[config.mk]
export PLATFORM = sky130hd
export DESIGN_NAME = sync_fifo
export DESIGN_NICKNAME = d
export VERILOG_FILES = /design/src/rtl/uart_pkg.sv /design/src/rtl/fifo_ram.sv /design/src/rtl/sync_fifo.sv
export SDC_FILE = /design/constraint.sdc
export NUM_CORES = 1
export LEC_CHECK = 0
export ABC_AREA = 1
export BUFFER_PORTS_ARGS = -buffer_cell sky130_fd_sc_hd__buf_2
export CAP_MARGIN = 10
export CORE_MARGIN = 1.5
export CORE_UTILIZATION = 39
export CTS_BUF_LIST = sky130_fd_sc_hd__clkbuf_4 sky130_fd_sc_hd__clkbuf_8 sky130_fd_sc_hd__clkbuf_16
export CTS_CLUSTER_DIAMETER = 60
export DETAILED_ROUTE_END_ITERATION = 6
export SLEW_MARGIN = 0
export SYNTH_ARGS = -nofsm -noshare
export SYNTH_HDL_FRONTEND = slang
export SYNTH_SLANG_ARGS = --single-unit
[constraint.sdc]
create_clock -name clk -period 3.2 [get_ports clk]
set_clock_uncertainty 0.1 [all_clocks]
set_input_delay 0.8 -clock clk [delete_from_list [all_inputs] [get_ports clk]]
set_output_delay 0.8 -clock clk [all_outputs]
set_load 0.03 [all_outputs]
[src/rtl/uart_pkg.sv]
// Shared constants for the serial datapath blocks.
// The FIFO takes its default geometry from here.
package uart_pkg;

  localparam int FIFO_DLEN = 8;
  localparam int FIFO_ALEN = 4;

endpackage

[src/rtl/fifo_ram.sv]
// Simple dual-port storage: one write port and one registered read port with enable.
// The array itself is never reset; only the read register is.
module fifo_ram
  import uart_pkg::*;
#(
  parameter int DLEN = FIFO_DLEN,
  parameter int ALEN = FIFO_ALEN
) (
  input  logic            clk,
  input  logic            rstn,
  input  logic            we,
  input  logic [ALEN-1:0] waddr,
  input  logic [DLEN-1:0] wdata,
  input  logic            re,
  input  logic [ALEN-1:0] raddr,
  output logic [DLEN-1:0] rdata
);

  localparam int DEPTH = 1 << ALEN;

  logic [DLEN-1:0] mem [DEPTH];

  always_ff @(posedge clk) begin
    if (we) begin
      mem[waddr] <= wdata;
    end
  end

  // Read-before-write: a same-address write is resolved by the caller's bypass.
  always_ff @(posedge clk) begin
    if (!rstn) begin
      rdata <= '0;
    end else if (re) begin
      rdata <= mem[raddr];
    end
  end

endmodule

[src/rtl/sync_fifo.sv]
// Single-clock first-word fall-through FIFO with registered count and write-to-read bypass.
// Handshake: a word moves only in a cycle where its valid and ready are both high at the rising edge.
module sync_fifo
  import uart_pkg::*;
#(
  parameter int DLEN = FIFO_DLEN,
  parameter int ALEN = FIFO_ALEN
) (
  input  logic            clk,
  input  logic            rstn,
  input  logic            i_clear,
  input  logic            i_wvalid,
  input  logic [DLEN-1:0] i_wdata,
  output logic            o_wready,
  output logic            o_rvalid,
  output logic [DLEN-1:0] o_rdata,
  input  logic            i_rready,
  output logic [ALEN:0]   o_count,
  output logic            o_full,
  output logic            o_empty
);

  localparam logic [ALEN:0] FULL_CNT = {1'b1, {ALEN{1'b0}}};

  logic [ALEN-1:0] wptr;
  logic [ALEN-1:0] rptr;
  logic [ALEN-1:0] raddr;
  logic [DLEN-1:0] ram_rdata;
  logic            push;
  logic            pop;
  logic            byp_sel;
  logic [DLEN-1:0] byp_data;

  assign o_full   = (o_count == FULL_CNT);
  assign o_empty  = (o_count == '0);
  assign o_wready = !o_full;
  assign o_rvalid = !o_empty;

  assign push = i_wvalid && o_wready;
  assign pop  = o_rvalid && i_rready;

  // Look one entry ahead on a pop so the new head is on o_rdata the next cycle.
  assign raddr = pop ? rptr + ALEN'(1) : rptr;

  always_ff @(posedge clk) begin
    if (!rstn || i_clear) begin
      wptr    <= '0;
      rptr    <= '0;
      o_count <= '0;
    end else begin
      if (push) begin
        wptr <= wptr + ALEN'(1);
      end
      if (pop) begin
        rptr <= rptr + ALEN'(1);
      end
      if (push && !pop) begin
        o_count <= o_count + (ALEN+1)'(1);
      end else if (pop && !push) begin
        o_count <= o_count - (ALEN+1)'(1);
      end
    end
  end

  // The RAM returns the old word when written and read at one address; forward the new one.
  always_ff @(posedge clk) begin
    if (!rstn) begin
      byp_sel  <= 1'b0;
      byp_data <= '0;
    end else begin
      byp_sel  <= push && (wptr == raddr);
      byp_data <= i_wdata;
    end
  end

  assign o_rdata = byp_sel ? byp_data : ram_rdata;

  fifo_ram #(
    .DLEN(DLEN),
    .ALEN(ALEN)
  ) u_ram (
    .clk  (clk),
    .rstn (rstn),
    .we   (push),
    .waddr(wptr),
    .wdata(i_wdata),
    .re   (1'b1),
    .raddr(raddr),
    .rdata(ram_rdata)
  );

endmodule

Yosys cells after proc, flatten, opt, wreduce, memory -nomap -nowiden
Memories as Yosys holds them, arrays and structs flattened. A register that Yosys moved wholly into a read port is not among the register bits.
Index checks and enable logic that the tools add are counted.
- output and inout bits: 17
- RAM bits: 128
- bits of input ports: 13
- register bits after elaboration: 22
- memories kept: 1
- memories (memory ; words ; width ; read ports ; clocked after Yosys merged registers in ; wr ports ; line ; source):
    u_ram.mem ; 16 ; 8 ; 1 ; 1 ; 1 ; fifo_ram.sv:21 ; logic [DLEN-1:0] mem [DEPTH];
- reductions and logical operators: 14
- $add $sub $neg: 4
- multiplexer cells: 6
- eq/ne operators: 2
- operator list (operator ; number):
    5-bit two-way mux ; 2
    4-bit by 1-bit adder with 4-bit output, second input constant ; 2
    8-bit two-way mux ; 1
    1-bit zero test ; 6
    5-bit by 1-bit adder with 5-bit output, second input constant ; 1
    5-bit equality test, second input constant ; 1
    1-bit logical AND ; 5
    5-bit zero test ; 1
    5-bit by 1-bit subtractor with 5-bit output, second input constant ; 1
    4-bit equality test ; 1
    4-bit two-way mux ; 1
    1-bit two-way mux ; 2
    2-bit nonzero test ; 1
    1-bit logical OR ; 1

Longest topological paths before layout
- word-level depth: 7
- depth in mapped cells: 16
- depth with buffers taken out: 16

Cells and area by module
Synthesis repeated with hierarchy kept, for this count alone.
- cell total of the unflattened synthesis: 652
- area, all modules: 6767.7 um2
- modules (own cells, without submodules) (module ; area each (um2) ; cells an instance ; instances):
    fifo_ram ; 5576.6 ; 492 ; 1
    sync_fifo ; 1191.1 ; 160 ; 1

Least setup slack after synthesis
Ideal clock, no wire load.
- path type: register to register
- start point: register o_count[1]
- end point: register o_count[4]
- buffers on the path: 0
- cell stages (with the launch flop): 17
- slack: -26 ps
- library setup time: 121 ps
- data arrival time: 3005 ps
- cells stage by stage: dfxtp_1 > nor2_2 > nand2_1 > nor2_1 > inv_1 > nand2_1 > inv_1 > ha_1 > inv_1 > ha_1 > a21o_1 > a21oi_1 > nor2_1 > nor2_1 > nand2_1 > o21ai_0 > a21oi_1
- cells in the longest elaborated chain, start to end: 6
- elaborated cells on any way between the ends: 15
- classes of those cells: 2 x add/sub; 1 x eq/ne; 2 x mux; 10 x reduce/logical
- RTL lines (element ; line ; source):
    from (decl) ; sync_fifo.sv:18 ; output logic [ALEN:0] o_count,
    from (signal assigned) ; sync_fifo.sv:58 ; o_count <= o_count + (ALEN+1)'(1);
    from (signal assigned) ; sync_fifo.sv:60 ; o_count <= o_count - (ALEN+1)'(1);
    5-bit equality test * ; sync_fifo.sv:34 ; assign o_full = (o_count == FULL_CNT);
    via o_full ; sync_fifo.sv:19 ; output logic o_full,
    1-bit zero test * ; sync_fifo.sv:36 ; assign o_wready = !o_full;
    via o_wready ; sync_fifo.sv:14 ; output logic o_wready,
    1-bit logical AND * ; sync_fifo.sv:39 ; assign push = i_wvalid && o_wready;
    via push ; sync_fifo.sv:29 ; logic push;
    1-bit zero test ; sync_fifo.sv:59 ; end else if (pop && !push) begin
    1-bit logical AND ; sync_fifo.sv:59 ;
    2-bit nonzero test (no source line) ; - ;
Mark *: on every way through the listed nets, which the timed path passes. The rest lies on a longest branch. The select of a mux whose other input is x is not followed.
A chain may end at the register's enable or synchronous reset.

Worst setup path after layout
- start point: register o_count[1]
- end point: register o_count[3]
- cells in the longest elaborated chain, start to end: 6
- elaborated cells on any way between the ends: 15
- classes of those cells: 2 x add/sub; 1 x eq/ne; 2 x mux; 10 x reduce/logical
- RTL lines (element ; line):
    5-bit equality test * ; sync_fifo.sv:34
    1-bit zero test * ; sync_fifo.sv:36
    1-bit logical AND * ; sync_fifo.sv:39
    via push ; sync_fifo.sv:29
    1-bit zero test ; sync_fifo.sv:59
    1-bit logical AND ; sync_fifo.sv:59
    2-bit nonzero test (no source line) ; -
Marks and branches as above.

==> reports/results.ini <==
[synthesis]
yosysSeqAreaShare = 0.631
synth_top_family_by_area = simple AND/OR/NAND/NOR gates
synthMuxAreaShare = 0.0128
synth.net_count = 699
synth_common_cells = nand3_1 (138), edfxtp_1 (128), inv_1 (116)
synth_cells = 676
synthXorXnorAreaFrac = 0.00746
synth_fa_ha_area_frac = 0.0188
synth-seq-cells = 158
synth-simple-area-share = 0.217
synth_ff_type = edfxtp_1
synth.most_common_cell = nand3_1
synth_area_leaders = edfxtp_1 (55%), nand3_1 (9.8%), dfxtp_1 (8.5%)
ys_async_sr_fraction = 0
synth_area_mm2 = 0.00705
synth-warning-count = 0
synth_compound_area_frac = 0.0229
synth_area_per_cell_um2 = 10.4
synth_top_area_cell = edfxtp_1
synth_edf_count = 128
yosys.area.top_type_share = 0.545
ys_types = 30

[power_and_ir_drop]
p_sw_frac = 0.323
power_density_mw_per_mm2 = 709
intPower_mw = 3.83
ir_worst_vdd_v = 0.000405
finalPower_mw = 5.66
p_switching_mw = 1.83
pwr-share-seq = 0.414
power_frac_comb = 0.248
clkPwrFrac = 0.339
p_leak_nw = 3.34

[detailed_routing]
drt-initial-drc-count = 344
topRoutingLayerUsed = met4
vias = 4805
vias_per_cell = 5.09
firstDrtPassIters = 7
post_drt_wl_per_cell_um = 17.8
drc = 0
wl_um = 16800
wl_met3_um = 940
ant_nets = 0
wirelength_met1_um = 7370
routed-wl-met2_um = 7940

[grt]
grt_first_pass_wirelength_um = 26000
overflow = 0
grt_pass1_vias = 4675
grtUsageTotal = 0.193
grt_start_max_net_pins = 66
antenna_found_initial = 0

[clocking]
ctsHtreeMaxLevel = 4
cts_hold_buf = 0
cts_setup_buffers = 0
clkSlewWorstSetupHoldPaths_ns = 0.06
cts.sinks = 158
cts_root_buffer = clkbuf_16
cts_buffers = 17
cts_tree = built
clk_latency_ns = 0.43
ctsResizeCount = 0
clk_path_buf_depth = 2

[setup_path]
crit_path_end_kind = flip-flop
arrival_ns = 3.03
crit_required_ns = 3.43
critPathMaxFanout = 6
crit_type = reg2reg
worst_setup_path_start_kind = flip-flop

[timing]
grt_setup_unrepaired = no
fin_crit_sh = 0.875
final_max_slew_viol_count = 0
slew_headroom = 0.440
setup_viol = 0
setup_tns_ns = 0
tightest_slew_ns = 0.837
clock.fmax_mhz = 357
fin_crit_ns = 2.80
hold_viol = 0

[placed_design]
routabilityCongestion = 0.794
place_area_mm2 = 0.00741
dpl.hpwl_um = 10700
port_buffers = 29

[floorplan]
initial_utilization = 0.403
pin_count = 30
num_rows = 48
die_area_mm2 = 0.0189
fp.dieH_um = 137
core_mm2 = 0.0175
die_w_um = 137

[cells_and_area]
num_antenna_cells = 0
fillers = 1588
final_area_mm2 = 0.00798
area_growth_pct = 13.2
fin_util = 0.456
layout-drive-gt1-share = 0.132
nets = 729

[status]
status = finished clean

[job]
drv_cap = 0

[worst_hold_path]
hold_class = reg2reg

==> state kept, by name, summed over array words and instances, names as in the netlist <==
| signal | flops |
|---|---|
| u_ram.mem | 128 |
| byp_data | 8 |
| u_ram.rdata | 8 |
| o_count | 5 |
| rptr | 4 |
| wptr | 4 |
| byp_sel | 1 |
==> critical path, stage by stage, from the launching register on <==
cell,delay [ns]
dfxtp_1,0.37
nor2_2,0.16
nand2_1,0.07
nor2_2,0.10
inv_1,0.07
nand2_1,0.16
inv_1,0.12
ha_1,0.24
inv_1,0.15
ha_1,0.30
nand2_1,0.09
nor2_1,0.04
a211oi_1,0.34
xnor2_1,0.13
o21ai_0,0.18
inv_1,0.05
==> area by class of cell <==
| cell class | instances | area [um^2] | share of cell area |
|---|---|---|---|
| clock inverter | 9 | 57.6 | 0.00721 |
| tap | 225 | 282 | 0.0353 |
| inverter | 119 | 449 | 0.0563 |
| sequential | 158 | 4440 | 0.557 |
| clock buffer | 23 | 507 | 0.0635 |
| multi-input combinational | 367 | 1980 | 0.248 |
| timing repair buffer | 43 | 263 | 0.0329 |
==> metrics by stage <==
stage          hold slack [ns]  cells  setup slack (ns)
6_report                 0.451    944             0.399
5_1_grt                  0.503    944             0.113
4_1_cts                  0.452    944             0.464
3_5_place_dp             0.442    912             0.321
3_3_place_gp             0.428    912             0.371
2_1_floorplan            0.400    676             0.186
==> routing by layer <==
metal	up-vias	global-route usage
met5	-	0
met4	0	0.0971
met3	39	0.0493
met2	160	0.302
met1	2293	0.248
li1	2313	-
==> power groups by stage <==
| stage | Combinational, mW | Clock (mW) | Sequential [mW] |
|---|---|---|---|
| 2_1_floorplan | 1.00 | 0 | 2.39 |
| 3_3_place_gp | 1.36 | 0 | 2.38 |
| 3_5_place_dp | 1.39 | 0 | 2.39 |
| 4_1_cts | 1.39 | 1.95 | 2.34 |
| 5_1_grt | 1.54 | 2.03 | 2.35 |
| 6_report | 1.40 | 1.92 | 2.34 |
==> cell usage in the layout (no fill, tap or decap), types with 4 or more instances in the layout <==
master     instances
a21oi_1           15
buf_2             29
buf_4             13
clkbuf_16         18
clkinv_2           4
dfxtp_1           30
edfxtp_1         128
ha_1               9
inv_1            116
mux2_2             8
nand2_1           95
nand3_1          137
nand3b_1          40
nor2_1            34
o21ai_0            8
==> worst paths after layout <==
kind                                              start                       to  slack [ns]  cells after the start
worst max-delay path            o_count[1]$_SDFFE_PP0P_  o_count[3]$_SDFFE_PP0P_        0.40                     15
worst min-delay path               wptr[2]$_SDFFE_PP0P_     wptr[2]$_SDFFE_PP0P_        0.45                      2
worst max register to register  o_count[1]$_SDFFE_PP0P_  o_count[3]$_SDFFE_PP0P_        0.40                     15
worst min register to register     wptr[2]$_SDFFE_PP0P_     wptr[2]$_SDFFE_PP0P_        0.45                      2
==> cell families after synthesis <==
kind of cell,count (synthesis)
simple gates,315
mux,8
fa+ha+maj,10
compound gates,28
buf+inv,151
xor+xnor,6
flops,158
Power figures use the tool's default switching activity.
